**src/rtl/hex8_scan_pkg.sv**
```systemverilog
// Shared constants and types for the 8-digit hex display scanner.
// Latency: n/a (declarations only).
// Backpressure: n/a.
//
// Segment codes are active-low, bit order {dp,g,f,e,d,c,b,a}.
// Every digit code leaves bit 7 (dp) set; the scanner clears it per digit.

package hex8_scan_pkg;

   // Blank word: all segments off, no digit selected.
   localparam logic [7:0] SEG_BLANK = 8'hFF;
   localparam logic [7:0] SEL_NONE  = 8'h00;

   // Hex digit glyphs, dp off.
   localparam logic [7:0] SEG_0 = 8'hC0;
   localparam logic [7:0] SEG_1 = 8'hF9;
   localparam logic [7:0] SEG_2 = 8'hA4;
   localparam logic [7:0] SEG_3 = 8'hB0;
   localparam logic [7:0] SEG_4 = 8'h99;
   localparam logic [7:0] SEG_5 = 8'h92;
   localparam logic [7:0] SEG_6 = 8'h82;
   localparam logic [7:0] SEG_7 = 8'hF8;
   localparam logic [7:0] SEG_8 = 8'h80;
   localparam logic [7:0] SEG_9 = 8'h90;
   localparam logic [7:0] SEG_A = 8'h88;
   localparam logic [7:0] SEG_B = 8'h83;
   localparam logic [7:0] SEG_C = 8'hC6;
   localparam logic [7:0] SEG_D = 8'hA1;
   localparam logic [7:0] SEG_E = 8'h86;
   localparam logic [7:0] SEG_F = 8'h8E;

   // Per-frame copy of the display inputs; held for all 8 digits of a frame.
   typedef struct packed {
      logic [31:0] data;
      logic [7:0]  dp;
      logic [7:0]  digit_en;
   } snap_t;

   // Word handed to the 74HC595 chain: segments in the upper byte.
   typedef struct packed {
      logic [7:0] seg;
      logic [7:0] sel;
   } word_t;

   localparam word_t WORD_BLANK = '{seg: SEG_BLANK, sel: SEL_NONE};

   // One-hot, active-high digit select for digit idx.
   function automatic logic [7:0] sel_onehot(input logic [2:0] idx);
      return 8'h01 << idx;
   endfunction

endpackage

```
**src/rtl/hex8_scan_seg7.sv**
```systemverilog
// Nibble to 7-segment glyph decoder (active-low, dp bit left off).
// Latency: combinational, 0 cycles.
// Backpressure: none.
//
// Ports:
//   nibble  in  4  hex value 0..F
//   seg     out 8  {dp,g,f,e,d,c,b,a}, active-low, dp always 1 (off)

module hex_to_seg7
   import hex8_scan_pkg::*;
(
   input  logic [3:0] nibble,
   output logic [7:0] seg
);

   always_comb begin
      seg = SEG_BLANK;
      unique case (nibble)
         4'h0: seg = SEG_0;
         4'h1: seg = SEG_1;
         4'h2: seg = SEG_2;
         4'h3: seg = SEG_3;
         4'h4: seg = SEG_4;
         4'h5: seg = SEG_5;
         4'h6: seg = SEG_6;
         4'h7: seg = SEG_7;
         4'h8: seg = SEG_8;
         4'h9: seg = SEG_9;
         4'hA: seg = SEG_A;
         4'hB: seg = SEG_B;
         4'hC: seg = SEG_C;
         4'hD: seg = SEG_D;
         4'hE: seg = SEG_E;
         4'hF: seg = SEG_F;
      endcase
   end

endmodule

```
**src/rtl/hex8_scan.sv**
```systemverilog
// Time-multiplexed 8-digit hex scanner feeding a 74HC595 driver with {seg,sel} words.
// Latency: word and s_en appear 2 cycles after each divider tick; one word every DIV cycles.
// Backpressure: none; the driver must finish each 16-bit shift within DIV (>= 64) cycles.
//
// Ports:
//   clk        in  1   system clock, rising edge
//   reset_n    in  1   asynchronous active-low reset
//   disp_data  in  32  nibble k shown on digit k
//   dp         in  8   decimal point per digit, 1 = lit
//   digit_en   in  8   per-digit enable, 0 = blank
//   disp_en    in  1   global enable, 0 = blank all
//   sel        out 8   one-hot digit select, active-high
//   seg        out 8   segments {dp,g,f,e,d,c,b,a}, active-low
//   data       out 16  {seg,sel}
//   s_en       out 1   single-cycle strobe marking a new data word
//
// DIV = CLK_FREQ/SCAN_FREQ must be >= 64 in a real system so the driver
// keeps up; smaller values still scan correctly and are handy for simulation.

module hex8_scan
   import hex8_scan_pkg::*;
#(
   parameter int CLK_FREQ  = 50_000_000,
   parameter int SCAN_FREQ = 1000
) (
   input  logic        clk,
   input  logic        reset_n,
   input  logic [31:0] disp_data,
   input  logic [7:0]  dp,
   input  logic [7:0]  digit_en,
   input  logic        disp_en,
   output logic [7:0]  sel,
   output logic [7:0]  seg,
   output logic [15:0] data,
   output logic        s_en
);

   localparam int DIV   = CLK_FREQ / SCAN_FREQ;
   localparam int CNT_W = (DIV > 1) ? $clog2(DIV) : 1;
   localparam logic [CNT_W-1:0] CNT_LAST = CNT_W'(DIV - 1);

   // ------------------------------------------------------------------
   // Step divider: one tick every DIV cycles
   // ------------------------------------------------------------------
   logic [CNT_W-1:0] div_cnt;
   logic             tick;

   assign tick = (div_cnt == CNT_LAST);

   always_ff @(posedge clk or negedge reset_n) begin
      if (!reset_n) begin
         div_cnt <= '0;
      end else if (tick) begin
         div_cnt <= '0;
      end else begin
         div_cnt <= div_cnt + 1'b1;
      end
   end

   // ------------------------------------------------------------------
   // Stage 1 (cycle after the tick): advance digit, sample disp_en,
   // and take a fresh frame snapshot when wrapping to digit 0.
   // idx resets to 7 so the very first tick wraps and captures inputs.
   // ------------------------------------------------------------------
   logic [2:0] idx;
   logic       en_q;
   logic       stg_vld;
   snap_t      snap;

   always_ff @(posedge clk or negedge reset_n) begin
      if (!reset_n) begin
         idx     <= 3'd7;
         en_q    <= 1'b0;
         stg_vld <= 1'b0;
         snap    <= '0;
      end else begin
         stg_vld <= tick;
         if (tick) begin
            idx  <= idx + 3'd1;
            en_q <= disp_en;
            if (idx == 3'd7) begin
               snap <= '{data: disp_data, dp: dp, digit_en: digit_en};
            end
         end
      end
   end

   // ------------------------------------------------------------------
   // Digit word formation from the snapshot
   // ------------------------------------------------------------------
   logic [3:0] cur_nibble;
   logic [7:0] glyph;
   logic       blank;
   word_t      word_nxt;

   // {idx,2'b00} keeps the part-select base wide enough for bit 28.
   assign cur_nibble = snap.data[{idx, 2'b00} +: 4];

   hex_to_seg7 u_dec (
      .nibble (cur_nibble),
      .seg    (glyph)
   );

   assign blank = !en_q || !snap.digit_en[idx];

   always_comb begin
      word_nxt = WORD_BLANK;
      if (!blank) begin
         // dp is active-low: a lit point clears bit 7 of the glyph.
         word_nxt.seg = glyph & ~{snap.dp[idx], 7'b0};
         word_nxt.sel = sel_onehot(idx);
      end
   end

   // ------------------------------------------------------------------
   // Stage 2 (two cycles after the tick): register the word and strobe.
   // The word holds between strobes; blanked digits still strobe so the
   // shift-register chain is refreshed with the blank pattern.
   // ------------------------------------------------------------------
   word_t word_q;

   always_ff @(posedge clk or negedge reset_n) begin
      if (!reset_n) begin
         word_q <= WORD_BLANK;
         s_en   <= 1'b0;
      end else begin
         s_en <= stg_vld;
         if (stg_vld) begin
            word_q <= word_nxt;
         end
      end
   end

   assign sel  = word_q.sel;
   assign seg  = word_q.seg;
   assign data = word_q;

endmodule

```
**config.mk**
```make
export PLATFORM = sky130hd
export DESIGN_NAME = hex8_scan
export DESIGN_NICKNAME = d
export VERILOG_FILES = /design/src/rtl/hex8_scan_pkg.sv /design/src/rtl/hex8_scan_seg7.sv /design/src/rtl/hex8_scan.sv
export SDC_FILE = /design/constraint.sdc
export NUM_CORES = 1
export LEC_CHECK = 0
export CAP_MARGIN = 20
export CORE_UTILIZATION = 52
export DETAILED_ROUTE_END_ITERATION = 8
export PLACE_DENSITY = 0.8
export SLEW_MARGIN = 30
export SYNTH_ARGS = -nofsm -noshare
export SYNTH_HDL_FRONTEND = slang
export SYNTH_SLANG_ARGS = --single-unit
export TNS_END_PERCENT = 10
```
**constraint.sdc**
```tcl
create_clock -name clk -period 2.7 [get_ports clk]
set_input_delay 0.54 -clock clk [delete_from_list [all_inputs] [get_ports clk]]
set_output_delay 0.54 -clock clk [all_outputs]
set_load 0.01 [all_outputs]
```
### Yosys cells after proc, flatten, opt, wreduce, memory -nomap -nowiden

Memory sizes are Yosys's and may differ from the RTL's.
Index checks and enable logic that the tools add are counted.

* add/sub/neg operators: 2
* magnitude comparators: 1
* eq/ne operators: 2
* shifts and indexed selects: 2
* multiplexer cells: 6
* bitwise gates (word level): 2
* reduce and logical (&&, ||, !) cells: 4

Operator list (count)
* $mux 16: 2
* $shiftx 32x6->4: 1
* $add 16x1->16 const B: 1
* $eq 16x16->1 const B: 1
* $and 8x8->8: 1
* $not 8->8: 1
* $shl 1x3->8 const A: 1
* $bmux 1 s3: 2
* $lt 3x4->1 const B: 1
* $add 3x1->3 const B: 1
* $eq 3x3->1 const B: 1
* $logic_not 1->1: 2
* $mux 1: 2
* $reduce_and 2->1: 1
* $logic_or 1x1->1: 1

* bits in registers: 86
* bits in read-only memories: 112
* input bits: 51
* memories kept: 1

Memories
* (no name shown): depth 16, bits a word 7, read ports 1, clocked after memory_dff 0, write ports 0, line hex8_scan_seg7.sv:18 `unique case (nibble)`

### Longest topological paths before layout

Gate-level depths: netlist (run 1).

* depth after elaboration: 5
* mapped depth: 9
* mapped depth without buffers: 8

### By module

Synthesis (run 1) repeated with hierarchy kept, for this count alone.

* cell total of the unflattened synthesis: 323
* area, all modules: 4350.4 um2

By module, submodules not included
* hex8_scan: times used 1, cells an instance 289, area an instance 4063.9 um2, sequential area each 2165.8 um2
* hex_to_seg7: times used 1, cells an instance 34, area an instance 286.5 um2, sequential area each 0.0 um2

### Worst setup path after synthesis (run 1)

OpenSTA, ideal clock, no wires.

* path type: register to register
* start point: register idx[1]
* end point: register word_q (netlist bit seg[1])
* setup time: 0.083 ns
* arrival: 2.345 ns
* data required time: 2.617 ns
* path slack: 0.271 ns
* stages on the path, launching flop included: 9
* path buffers: 1
* clock period less this slack: 2.429 ns
* cell sequence: dfstp_2 buf_2 mux4_2 mux2_2 inv_1 ha_1 nor2_1 a211oi_1 o32a_1

* longest elaborated chain between the ends: 5
* elaborated cells on any way between the ends: 8
* those cells by class: shift: 1; mux: 3; bitwise: 1; reduce/logical: 2; memory: 1

RTL lines
* start: declaration: line hex8_scan.sv:65 `logic [2:0] idx;`
* start signal: assignment: line hex8_scan.sv:79 `idx <= idx + 3'd1;`
* branches (longest 4 deep; another with $mem_v2 16x7)
* $mux 16 *: line hex8_scan.sv:108 `if (!blank) begin`
* end signal: assignment: line hex8_scan.sv:129 `word_q <= word_nxt;`
* end: declaration: line hex8_scan.sv:120 `word_t word_q;`

Mark *: on every way between the ends. The select of a mux whose other input is x is not followed.
A chain may end at the register's enable or synchronous reset.

### Worst setup path in the final report (run 1)

Ends and elaborated chain as after synthesis.

==> results.txt, run 1 <==
- For this run, design rule violations remaining after detail routing come to 0.
- The synthesized design contains 86 register bits.
- For the worst-skew pair, the clock arrives at the later sink with an insertion delay of 0.36 ns.
- CTS H-Tree Depth: 3
- Cells with a size suffix above 1 make up 25.6% of the layout.
- Number of enable flip-flop cells after synthesis: 0
- Row generation in the floorplan step produced 32 rows.
* Status: finished clean
- The cell area that synthesis handed to floorplanning was 4260 µm².
- After layout, the worst setup slack is 0.146 ns.
- Antenna violations before repair: 0
- At the worst endpoint, the arrival time is about 2.8 ns.
- Entering global routing, the biggest net connects 49 pins.
- Setup repair after global routing left no endpoint under its margin.
- Total Routing Usage GR: a little over a fifth
- Wire length of the first global-routing pass: approximately 14 mm
- In the final design database the tool counted 466 nets.
- For the worst setup path, the data required time is 2.99 ns.
- For this block, the routed nets add up to 8.41 mm of wire.
- Yosys warning count: 0
* Post-CTS Setup Inserts: 0
- Starting Density: a little over half
* Number of buffers created by CTS: 9
* Post-placement setup slack: 0.133 ns
* Period Utilization, post-route: between 90% and 100%
- Gate Count Post-Synth: 330
- Simple-gate area share of the yosys netlist: ~8.8%
- Max Root-Sink Buffers: 2
* Synth unique cells: 44
* Largest stage delay, worst path: 0.72 ns
- The tightest min-delay check is of the primary input to async pin type.
* Sinks on the clock net: 86
* Final standard cell area without fillers: 5290 µm²
- The worst setup path is captured at a flop.
- The worst register-to-register path has a setup slack of between 0.1 and 0.15 ns.
- The final hold violation count came to 0.
- HPWL after detailed placement: 6.21 mm
- Leading cell types by count after synthesis: dfrtp_1, mux2_2, nand2_1
* Crit Path Max Fanout: 11
* Fmax: just under 0.4 GHz
* DR WL/cell: 16.5 µm
* Boundary pin count: 84
* Sum of negative setup slack: 0 ns
- Leak: 2.21 nW
* Post-synthesis average cell area: 12.9 µm²
- I/O Buffers: 83
- Clock tree from TritonCTS: done
* Final critical delay including setup and external delays: 2.55 ns
- CTS clock-pin slew for the worst setup and hold paths: 0.09 ns
- Walking the worst path, the cells encountered are mux4_2 > mux2_2 > inv_1 > ha_1 > nor2_1 > a211oi_1 > o32a_1.
- Summing the areas of all compound-gate instances in the mapped netlist gives 5.64% of the synthesized area.
* Buffers and inverters on the worst path: 1
- Post-CTS repair changed the size of 0 cells.
- In the synthesized netlist the dominant register cell turns out to be dfrtp_1.
* Top cell type's share of synthesized area: 44.1%
- Sequential cell area in the final layout: 2170 µm²
- Slowest library cell on the worst path: dfstp_4
- Counting every net in the synthesized netlist gives 394.
* Total global routing overflow: 0
- Diodes inserted: 0
- The die is 92.5 µm wide.
* Top cells by area in the synthesized netlist: dfrtp_1, mux2_2, mux2_4
* Post-synthesis cell type with the largest combined area: dfrtp_1
* Leading cell type by number of instances after synthesis: dfrtp_1
- Filler cell count: roughly 580
- STA classifies the critical path startpoint as a flop.
- Multiplexer share of the synthesized area: 22.3%
* Combinational family with the most area after synthesis: multiplexers
- The floorplan step defined a core boundary enclosing 7810 µm².
- Worst ir drop on vdd: between 300 and 400 µV
- Across the run, the number of max-cap violations was 0.
- The detail route stage leaves a number of antenna-violating nets equal to 0.
- Vias in the first global route: 2786
- Die area: roughly 8600 µm²
* Post-detailed-route via-to-cell ratio: roughly 5.4
- By startpoint and endpoint, the worst setup path is classified as flop to flop.
- Initial detailed-routing violation count: 147
* Via Count: 2743
- Of the total synthesized cell area, the portion taken by XOR and XNOR cells is under 10%.
* Worst rel slew slack: 52.9%
* Area added between synthesis and finish: 24.2%
* Cell class contributing the biggest share of worst-path delay: multiplexers
- From bottom edge to top edge, the die measures 92.5 µm.
- TritonRoute pass-1 iters: 4
- The congestion estimate from routability-driven global placement came to 0.859.
* Placed cell areas: slightly above 5000 µm²
- At the pin with the least slew margin, the transition time is around 0.71 ns.
- The root buffer cell chosen for the clock tree is clkbuf_8.
* Adder and majority cell fraction of the synthesized area: 3.82%
- Setup violations remaining at the end of the flow were counted as 0.
- In the final layout, the multi-input gates occupy approximately 1800 µm².
* Fraction of the yosys area taken by sequential cells: 50.9%
- After clock tree synthesis, the flow added hold-fix buffers numbering 0.
* Number of slew-limit violations in the final report: 0
* Ys async rst share: 100%
- Power density over cell area: around 470 nW/µm²
- Between clock sinks in the finished design, the worst skew comes to between 0.01 and 0.015 ns.
flip-flops by register name, summed over array words and instances, names as in the netlist:
register / count
s_en: 1
idx: 3
seg: 8
stg_vld: 1
sel: 8
div_cnt: 16
snap: 48
en_q: 1
stage by stage:
step | util (%) | instances | hold WS (ns) | power (mW)
2_1_floorplan | - | 330 | 0.244 | 1.44
3_3_place_gp | 65.0 | 493 | 0.447 | 1.56
4_1_cts | 67.7 | 509 | 0.177 | 2.50
5_1_grt | 67.7 | 509 | 0.197 | 2.57
6_report | 67.7 | 509 | 0.166 | 2.47
3_5_place_dp | 65.0 | 493 | 0.458 | 1.57
area by class of cell:
| type | instances | area share [%] |
|---|---|---|
| tap | 102 | 2.41 |
| inverter | 17 | 1.21 |
| multi-input combinational | 198 | 34.6 |
| sequential | 86 | 41.0 |
| clock inverter | 7 | 1.54 |
| timing repair buffer | 90 | 16.9 |
| clock buffer | 9 | 2.34 |
layer usage:
layer / routed length, µm / vias up / part of all wire, % / global-route usage, %
met1: 3800 / 1336 / 45 / 29.2
met3: 429 / 16 / 5.1 / 5.75
met5: 0 / - / 0 / 0
li1: - / 1299 / - / -
met4: 227 / 0 / 2.7 / 8.07
met2: 3960 / 92 / 47 / 33.6
layout by cell type, fill, tap and decap left out, drive strengths merged, types with 2 or more instances in the layout:
cell	count
a21oi	5
and2	2
buf	8
clkbuf	9
clkdlybuf4s50	82
clkinv	2
clkinvlp	3
dfrtp	75
dfstp	11
ha	13
inv	18
mux2	51
mux2i	5
mux4	11
nand2	27
nand3	9
nand4	2
nand4b	2
nor2	15
nor3	8
nor4	2
o21ai	7
o221a	2
o22ai	7
o32a	5
or3	2
xnor2	6
xor2	6
cells by family after synthesis:
family	Yosys count
flops	86
buf+inv	46
xor+xnor	12
fa+ha+maj	13
simple gates	74
mux	67
compound gates	32
path summary, 6_finish.rpt:
| path | start | to | depth (start not counted) |
|---|---|---|---|
| max | idx[1] | seg[1] | 7 |
| min | reset_n | sel[4] | 1 |
| max reg2reg | idx[1] | seg[1] | 7 |
| min reg2reg | div_cnt[0] | div_cnt[0] | 1 |
| max in group asynchronous | reset_n | snap[2] | 2 |
| min in group clk | div_cnt[0] | div_cnt[0] | 1 |
power by group:
part / total, mW / switching [mW] / internal [mW]
combinational: 0.200 / 0.0748 / 0.126
sequential: 1.35 / 0.0217 / 1.32
clock: 0.921 / 0.483 / 0.438
total: 2.47 / 0.580 / 1.89
Power figures use the tool's default switching activity.
==> inputs of run 2 (changes only) <==
--- a/config.mk
+++ b/config.mk
@@ -9,8 +9,7 @@
 export CORE_UTILIZATION = 52
 export DETAILED_ROUTE_END_ITERATION = 8
 export PLACE_DENSITY = 0.8
-export SLEW_MARGIN = 30
 export SYNTH_ARGS = -nofsm -noshare
 export SYNTH_HDL_FRONTEND = slang
 export SYNTH_SLANG_ARGS = --single-unit
-export TNS_END_PERCENT = 10
+export TNS_END_PERCENT = 20
==> results of run 2 <==
The final DEF is identical to that of run 1; final timing and power are the same.
